**config.mk**
```make
export PLATFORM = sky130hd
export DESIGN_NAME = vga_timing_ctrl
export DESIGN_NICKNAME = d
export VERILOG_FILES = /design/src/rtl/vga_timing_ctrl.sv
export SDC_FILE = /design/constraint.sdc
export NUM_CORES = 1
export LEC_CHECK = 0
export ABC_CLOCK_PERIOD_IN_PS = 2800
export CORE_MARGIN = 3
export CORE_UTILIZATION = 49
export CTS_CLUSTER_DIAMETER = 60
export DETAILED_ROUTE_END_ITERATION = 10
export GPL_ROUTABILITY_DRIVEN = 0
export PLACE_DENSITY = 0.77
export SYNTH_ARGS = -nofsm -noshare
export SYNTH_HDL_FRONTEND = slang
export SYNTH_SLANG_ARGS = --single-unit
```
**constraint.sdc**
```tcl
create_clock -name iClk -period 2.8 [get_ports iClk]
set_clock_uncertainty 0.1 [all_clocks]
set_input_delay 0.42 -clock iClk [delete_from_list [all_inputs] [get_ports iClk]]
set_output_delay 0.42 -clock iClk [all_outputs]
set_load 0.005 [all_outputs]
```
**src/rtl/vga_timing_ctrl.sv**
```systemverilog
// rtl/vga_timing_ctrl.sv - VGA timing sequencer with per-line prefetch handshake
//
// Walks horizontal/vertical position counters through active, front porch,
// sync and back porch phases, and asks the frame-memory reader for each
// visible line one line ahead.
//
// Optional feature macro: VGA_UNDERRUN_BLANK_EN
//   defined     - an underrun line is blanked (oActive forced low for that line)
//   not defined - an underrun line is displayed normally, only oUnderrun is set
//
// Ports:
//   iClk        in   pixel clock, rising edge
//   iRst_n      in   asynchronous active-low reset
//   iEn         in   count enable; low freezes all state and outputs
//   iLineAck    in   reader has buffered the requested line
//   oHSync      out  horizontal sync (polarity from SYNC_POL)
//   oVSync      out  vertical sync (polarity from SYNC_POL)
//   oActive     out  pixel at (oX,oY) is visible
//   oX, oY      out  16-bit position counters
//   oENVCounter out  end-of-line strobe (oX = H_TOTAL-1)
//   oFrameStart out  strobe at position (0,0)
//   oLineReq    out  prefetch request
//   oLineNum    out  line being requested
//   oUnderrun   out  sticky: a visible line started before its ack
module vga_timing_ctrl #(
    parameter int H_ACTIVE = 1920,
    parameter int H_FP     = 88,
    parameter int H_SYNC   = 44,
    parameter int H_BP     = 148,
    parameter int V_ACTIVE = 1080,
    parameter int V_FP     = 4,
    parameter int V_SYNC   = 5,
    parameter int V_BP     = 36,
    parameter int SYNC_POL = 1
) (
    input  logic        iClk,
    input  logic        iRst_n,
    input  logic        iEn,
    input  logic        iLineAck,
    output logic        oHSync,
    output logic        oVSync,
    output logic        oActive,
    output logic [15:0] oX,
    output logic [15:0] oY,
    output logic        oENVCounter,
    output logic        oFrameStart,
    output logic        oLineReq,
    output logic [15:0] oLineNum,
    output logic        oUnderrun
);

    localparam logic [15:0] H_ACT_LAST  = 16'(H_ACTIVE - 1);
    localparam logic [15:0] H_FP_LAST   = 16'(H_ACTIVE + H_FP - 1);
    localparam logic [15:0] H_SYNC_LAST = 16'(H_ACTIVE + H_FP + H_SYNC - 1);
    localparam logic [15:0] H_LAST      = 16'(H_ACTIVE + H_FP + H_SYNC + H_BP - 1);
    localparam logic [15:0] V_ACT_LAST  = 16'(V_ACTIVE - 1);
    localparam logic [15:0] V_FP_LAST   = 16'(V_ACTIVE + V_FP - 1);
    localparam logic [15:0] V_SYNC_LAST = 16'(V_ACTIVE + V_FP + V_SYNC - 1);
    localparam logic [15:0] V_LAST      = 16'(V_ACTIVE + V_FP + V_SYNC + V_BP - 1);
    localparam logic [15:0] V_ACT_N     = 16'(V_ACTIVE);
    localparam logic [15:0] H_ACT_N     = 16'(H_ACTIVE);
    localparam logic        SYNC_ON     = (SYNC_POL != 0);

    typedef enum logic [1:0] {HS_ACT, HS_FP, HS_SYNC, HS_BP} h_state_t;
    typedef enum logic [1:0] {VS_ACT, VS_FP, VS_SYNC, VS_BP} v_state_t;

    h_state_t    r_h_state, w_h_nxt;
    v_state_t    r_v_state, w_v_nxt;
    logic [15:0] r_x, r_y;
    logic [15:0] w_x_nxt, w_y_nxt, w_y_plus;
    logic        w_h_wrap, w_y_last;
    logic        w_req_start, w_stale, w_flag, w_blank_nxt;
    logic        r_hsync, r_vsync, r_active, r_env, r_frame_start;
    logic        r_line_req, r_underrun, r_armed;
    logic [15:0] r_line_num;
`ifdef VGA_UNDERRUN_BLANK_EN
    logic        r_blank;
`endif

    // Next position and phase for the coming enabled clock.
    always_comb begin
        w_h_wrap = (r_x == H_LAST);
        w_y_last = (r_y == V_LAST);
        w_x_nxt  = w_h_wrap ? 16'd0 : r_x + 16'd1;
        w_y_plus = w_y_last ? 16'd0 : r_y + 16'd1;
        w_y_nxt  = w_h_wrap ? w_y_plus : r_y;

        w_h_nxt = r_h_state;
        case (r_h_state)
            HS_ACT:  if (r_x == H_ACT_LAST)  w_h_nxt = HS_FP;
            HS_FP:   if (r_x == H_FP_LAST)   w_h_nxt = HS_SYNC;
            HS_SYNC: if (r_x == H_SYNC_LAST) w_h_nxt = HS_BP;
            HS_BP:   if (w_h_wrap)           w_h_nxt = HS_ACT;
            default:                         w_h_nxt = HS_ACT;
        endcase

        // The vertical machine only moves on the end-of-line clock.
        w_v_nxt = r_v_state;
        if (w_h_wrap) begin
            case (r_v_state)
                VS_ACT:  if (r_y == V_ACT_LAST)  w_v_nxt = VS_FP;
                VS_FP:   if (r_y == V_FP_LAST)   w_v_nxt = VS_SYNC;
                VS_SYNC: if (r_y == V_SYNC_LAST) w_v_nxt = VS_BP;
                VS_BP:   if (w_y_last)           w_v_nxt = VS_ACT;
                default:                         w_v_nxt = VS_ACT;
            endcase
        end

        // Request the following line as the front porch begins.
        w_req_start = (r_h_state == HS_ACT) && (r_x == H_ACT_LAST) && (w_y_plus < V_ACT_N);
        // A request still open when a visible line begins is stale: drop it.
        w_stale = w_h_wrap && (w_y_plus < V_ACT_N) && r_line_req;
        // Flag only once armed; the wrap into (0,0) is itself the arming
        // frame start, so the first frame's line 0 is never covered.
        w_flag = w_stale && (r_armed || (w_y_plus == 16'd0));

`ifdef VGA_UNDERRUN_BLANK_EN
        w_blank_nxt = w_h_wrap ? w_flag : r_blank;
`else
        w_blank_nxt = 1'b0;
`endif
    end

    always_ff @(posedge iClk or negedge iRst_n) begin
        if (!iRst_n) begin
            r_h_state <= HS_ACT;
            r_v_state <= VS_ACT;
        end else if (iEn) begin
            r_h_state <= w_h_nxt;
            r_v_state <= w_v_nxt;
        end
    end

    // Outputs are computed from the next position so they line up with oX/oY.
    always_ff @(posedge iClk or negedge iRst_n) begin
        if (!iRst_n) begin
            r_x           <= 16'd0;
            r_y           <= 16'd0;
            r_hsync       <= ~SYNC_ON;
            r_vsync       <= ~SYNC_ON;
            r_active      <= 1'b0;
            r_env         <= 1'b0;
            r_frame_start <= 1'b0;
            r_line_req    <= 1'b0;
            r_line_num    <= 16'd0;
            r_underrun    <= 1'b0;
            r_armed       <= 1'b0;
        end else if (iEn) begin
            r_x           <= w_x_nxt;
            r_y           <= w_y_nxt;
            r_hsync       <= (w_h_nxt == HS_SYNC) ? SYNC_ON : ~SYNC_ON;
            r_vsync       <= (w_v_nxt == VS_SYNC) ? SYNC_ON : ~SYNC_ON;
            r_active      <= (w_h_nxt == HS_ACT) && (w_v_nxt == VS_ACT) && !w_blank_nxt;
            r_env         <= (w_x_nxt == H_LAST);
            r_frame_start <= (w_x_nxt == 16'd0) && (w_y_nxt == 16'd0);
            if (w_req_start) begin
                r_line_req <= 1'b1;
                r_line_num <= w_y_plus;
            end else if ((r_line_req && iLineAck) || w_stale) begin
                r_line_req <= 1'b0;
            end
            if (w_flag) begin
                r_underrun <= 1'b1;
            end
            if (w_h_wrap && (w_y_plus == 16'd0)) begin
                r_armed <= 1'b1;
            end
        end
    end

`ifdef VGA_UNDERRUN_BLANK_EN
    always_ff @(posedge iClk or negedge iRst_n) begin
        if (!iRst_n) begin
            r_blank <= 1'b0;
        end else if (iEn) begin
            r_blank <= w_blank_nxt;
        end
    end
`endif

    assign oHSync      = r_hsync;
    assign oVSync      = r_vsync;
    assign oActive     = r_active;
    assign oX          = r_x;
    assign oY          = r_y;
    assign oENVCounter = r_env;
    assign oFrameStart = r_frame_start;
    assign oLineReq    = r_line_req;
    assign oLineNum    = r_line_num;
    assign oUnderrun   = r_underrun;

    // H_ACT_N is kept for readability of the request timing; tie it off here.
    logic w_unused;
    assign w_unused = ^H_ACT_N;

endmodule

```
==> flow_summary_export.csv, run 1 <==
group,metric,value,unit
status,status,"finished clean",
die,io_pins,59,
clock_network,holdBufCountCts,0,
detailed_routing,vias,3673,
clock_network,cts_buffer_depth,2,
timing,tightest_slew,0.711,ns
detailed_routing,avgViaCountPerCell,5.99,
hold_path,hp-class,"in -> async",
synthesis,synth_compound_area_share,16.6,%
synthesis,synth_xor_area_share,6.71,%
power,p_int,1.46,mW
clock_network,htree_levels,3,
critical_path,path_max_fanout,17,
layout,drive_above_1_share,18.1,%
timing,period_needed,2.77,ns
timing,finalHoldViolations,0,
synthesis,synth_top_area_cell,"dfrtp_1",
synthesis,synth_simple_gate_area_share,25.5,%
synthesis,yosysTopAreaCellShare,39.7,%
detailed_routing,first_pass_iters,5,
power,vdd_drop_max,0.286,mV
die,start_util,51.4,%
power,clkPwrFrac,32.5,%
die,die_area,8820,um^2
detailed_routing,drt-initial-drc-count,377,
timing,max_freq,361,MHz
power,comb_power_share,19.5,%
placed_design,dp.final_hpwl,7.71,mm
placed_design,portBuffers,58,
critical_path,end_kind,"flip-flop",
job,maxCapViolations,0,
grt,grt_max_degree,33,
critical_path,startpoint_type,"flip-flop",
clock_network,clkLatencyLatePin,0.34,ns
synthesis,synth.cell_area,3790,um^2
synthesis,synthArstFlopShare,100,%
detailed_routing,antenna_left,0,
power,pwr-share-seq,48.0,%
timing,setup_viol,0,
clock_network,cts.clk_slew.worst_paths,0.07,ns
layout,diodes,0,
synthesis,yosysWarnings,0,
synthesis,synthCells,423,
die,die_h,93.9,um
grt,overflow,0,
clock_network,cts_root_buf,"clkbuf_8",
critical_path,worst_path_largest_cell_delay,0.51,ns
power,power_leakage,2.09,nW
grt,first_global_vias,3510,
synthesis,synth_top_family_by_area,"simple AND/OR/NAND/NOR gates",
timing,slew_headroom,52.6,%
timing,rsz0062_at_grt,"true",
critical_path,cp_slowest_cell,"nor4_1",
clock_network,cts_tree,"yes",
synthesis,synthMuxAreaShare,4.63,%
critical_path,path_cells,"nand3_1 -> nor4_1 -> mux2i_1 -> a211oi_1 -> and3_1 -> buf_12 -> mux2_2",
synthesis,synthAdderAreaFrac,1.32,%
critical_path,worstPathRequired,2.93,ns
grt,grt_pass1_wl,17.4,mm
detailed_routing,routedWlPerCell,16.9,um
synthesis,synth-edff-count,0,
detailed_routing,drc,0,
clock_network,cts.sinks,60,
grt,grt_usage,25.0,%
clock_network,numCtsBuffers,9,
synthesis,avgSynthCellArea,8.95,um^2
synthesis,ys_ff_latch,60,
power,p_sw,638,uW
synthesis,syn_nets,431,
layout,nets,517,
synthesis,ys_types,62,
timing,hold-worst-slack,0.0212,ns
power,swShare,30.4,%
critical_path,cp.arrival,2.90,ns
die,row_count,31,
critical_path,path_class,"reg -> reg",
synthesis,synthTopCellsByArea,"dfrtp_1, xnor2_1, nand2_1, o21ai_0, nor2_1",
power,p_per_area,427,nW/um^2
grt,grt_antenna_before_repair,0,
timing,fin_crit_sh,98.8,%
synthesis,synth_top_flop_cell,"dfrtp_1",
timing,slew_violations,0,
layout,synthToLayoutAreaGrowth,29.8,%
die,core_area,7370,um^2
detailed_routing,drt_wl_total,10.4,mm
die,die_x,93.9,um
timing,tns,0,ns
synthesis,yosysSeqAreaShare,39.7,%
## cell usage after synthesis, drive strengths merged (3+ instances only)
master,number
a211oi,5
a21oi,12
a31o,6
a31oi,4
a41oi,3
and2,5
and3,14
and4,3
buf,13
clkbuf,17
dfrtp,60
ha,4
inv,13
mux2,9
mux2i,7
nand2,44
nand3,20
nand4,7
nor2,33
nor2b,7
nor3,10
nor4,14
o21ai,32
o31ai,12
or4,6
xnor2,21
xor2,8
## logic make-up after synthesis
logic type | Yosys count
buf+inv | 44
mux | 16
compound gates | 94
simple gates | 176
xor+xnor | 29
flops | 60
fa+ha+maj | 4
## worst paths after layout
path | from | endpoint | slack [ns] | depth (start not counted)
setup / recovery | oY[6]$_DFFE_PN0P_ | oLineNum[8]$_DFFE_PN0P_ | 0.03 | 7
hold / removal | iRst_n | oX[12]$_DFFE_PN0P_ | 0.02 | 1
setup reg to reg | oY[6]$_DFFE_PN0P_ | oLineNum[8]$_DFFE_PN0P_ | 0.03 | 7
hold reg to reg | r_armed$_DFFE_PN0P_ | r_armed$_DFFE_PN0P_ | 0.38 | 1
max in group asynchronous | iRst_n | oLineNum[10]$_DFFE_PN0P_ | 1.96 | 2
min in group iClk | r_armed$_DFFE_PN0P_ | r_armed$_DFFE_PN0P_ | 0.38 | 1
## power groups by stage
stage | clock (mW) | combinational (mW) | sequential, mW
after global routing | 0.723 | 0.452 | 1.01
after floorplan | 0 | 0.258 | 0.974
after global placement | 0 | 0.398 | 1.01
after detailed placement | 0 | 0.405 | 1.02
final | 0.681 | 0.410 | 1.01
after CTS | 0.688 | 0.408 | 1.00
## metal layers
layer | routed length, um | vias up | track usage (%)
met5 | 0 | - | 0
met4 | 242 | 0 | 9.99
met2 | 4730 | 183 | 37.9
met3 | 767 | 23 | 4.57
met1 | 4630 | 1741 | 35.4
li1 | - | 1726 | -
## metrics by stage
| stage | std cells | power [mW] | util (%) | cell area, um^2 | setup WS [ns] |
|---|---|---|---|---|---|
| 2_1_floorplan | 423 | 1.23 | - | 3800 | 0.0168 |
| 4_1_cts | 612 | 2.10 | 66.1 | 4870 | 0.119 |
| 6_report | 613 | 2.10 | 66.7 | 4910 | 0.0327 |
| 3_3_place_gp | 596 | 1.41 | 63.9 | 4710 | 0.133 |
| 3_5_place_dp | 596 | 1.42 | 63.9 | 4710 | 0.0872 |
| 5_1_grt | 613 | 2.19 | 66.7 | 4910 | -0.0917 |
## cells in the final DEF, fill, tap and decap left out, types with 3 or more instances in the layout
cell type,synthesis,routed
nor3_1,10,10
clkdlybuf4s50_1,0,57
nor4_2,4,5
o31ai_1,12,10
a31oi_1,4,4
a211oi_1,5,5
xnor2_1,21,21
nor4_1,9,8
a41oi_1,3,3
and4_1,3,3
mux2i_1,7,7
nor2_1,33,33
nor2b_1,7,7
o21ai_0,31,31
clkinv_2,0,4
ha_1,4,4
xor2_1,8,8
or4_1,5,5
inv_1,13,13
nand2_1,44,44
nand3_1,20,20
dfrtp_1,60,60
and2_1,5,5
mux2_2,8,8
nand4_1,6,6
a31o_2,6,6
clkbuf_8,0,10
a21oi_1,11,11
buf_4,0,45
and3_1,14,14
## worst max-delay path, delay by kind of cell, from the launching register on
family	cells	cell delay, ns
multiplexers	2	0.52
buffers and inverters	1	0.17
flip-flops	1	0.44
AO/OA/AOI/OAI	1	0.31
AND/OR/NAND/NOR	3	1.09
## timing repair
item,CTS,global route
endpoints found under the setup margin,0,10
setup buffers,0,1
resized for setup,0,5
## flip-flops by register name (all words and copies together) (netlist names)
signal / flops
oActive: 1
oVSync: 1
oHSync: 1
oFrameStart: 1
r_h_state: 2
r_v_state: 2
oX: 16
r_armed: 1
oLineNum: 16
oENVCounter: 1
oLineReq: 1
oUnderrun: 1
oY: 16
## final cells by class
type / count / area [um^2]
fillers: 586 / 2460
multi-input cells: 319 / 2110
flip-flops and latches: 60 / 1500
repair buffers: 105 / 953
clock buffers: 11 / 141
well taps: 99 / 124
inverters: 14 / 52.6
clock inverters: 5 / 27.5
Note: power is estimated with default switching activity, not from simulation.
==> inputs of run 2 (changes only) <==
--- a/config.mk
+++ b/config.mk
@@ -8,7 +8,7 @@
 export ABC_CLOCK_PERIOD_IN_PS = 2800
 export CORE_MARGIN = 3
 export CORE_UTILIZATION = 49
-export CTS_CLUSTER_DIAMETER = 60
+export CTS_CLUSTER_DIAMETER = 200
 export DETAILED_ROUTE_END_ITERATION = 10
 export GPL_ROUTABILITY_DRIVEN = 0
 export PLACE_DENSITY = 0.77
==> results of run 2 <==
Same layout as run 1: the final DEF is identical, and so are final timing and power.
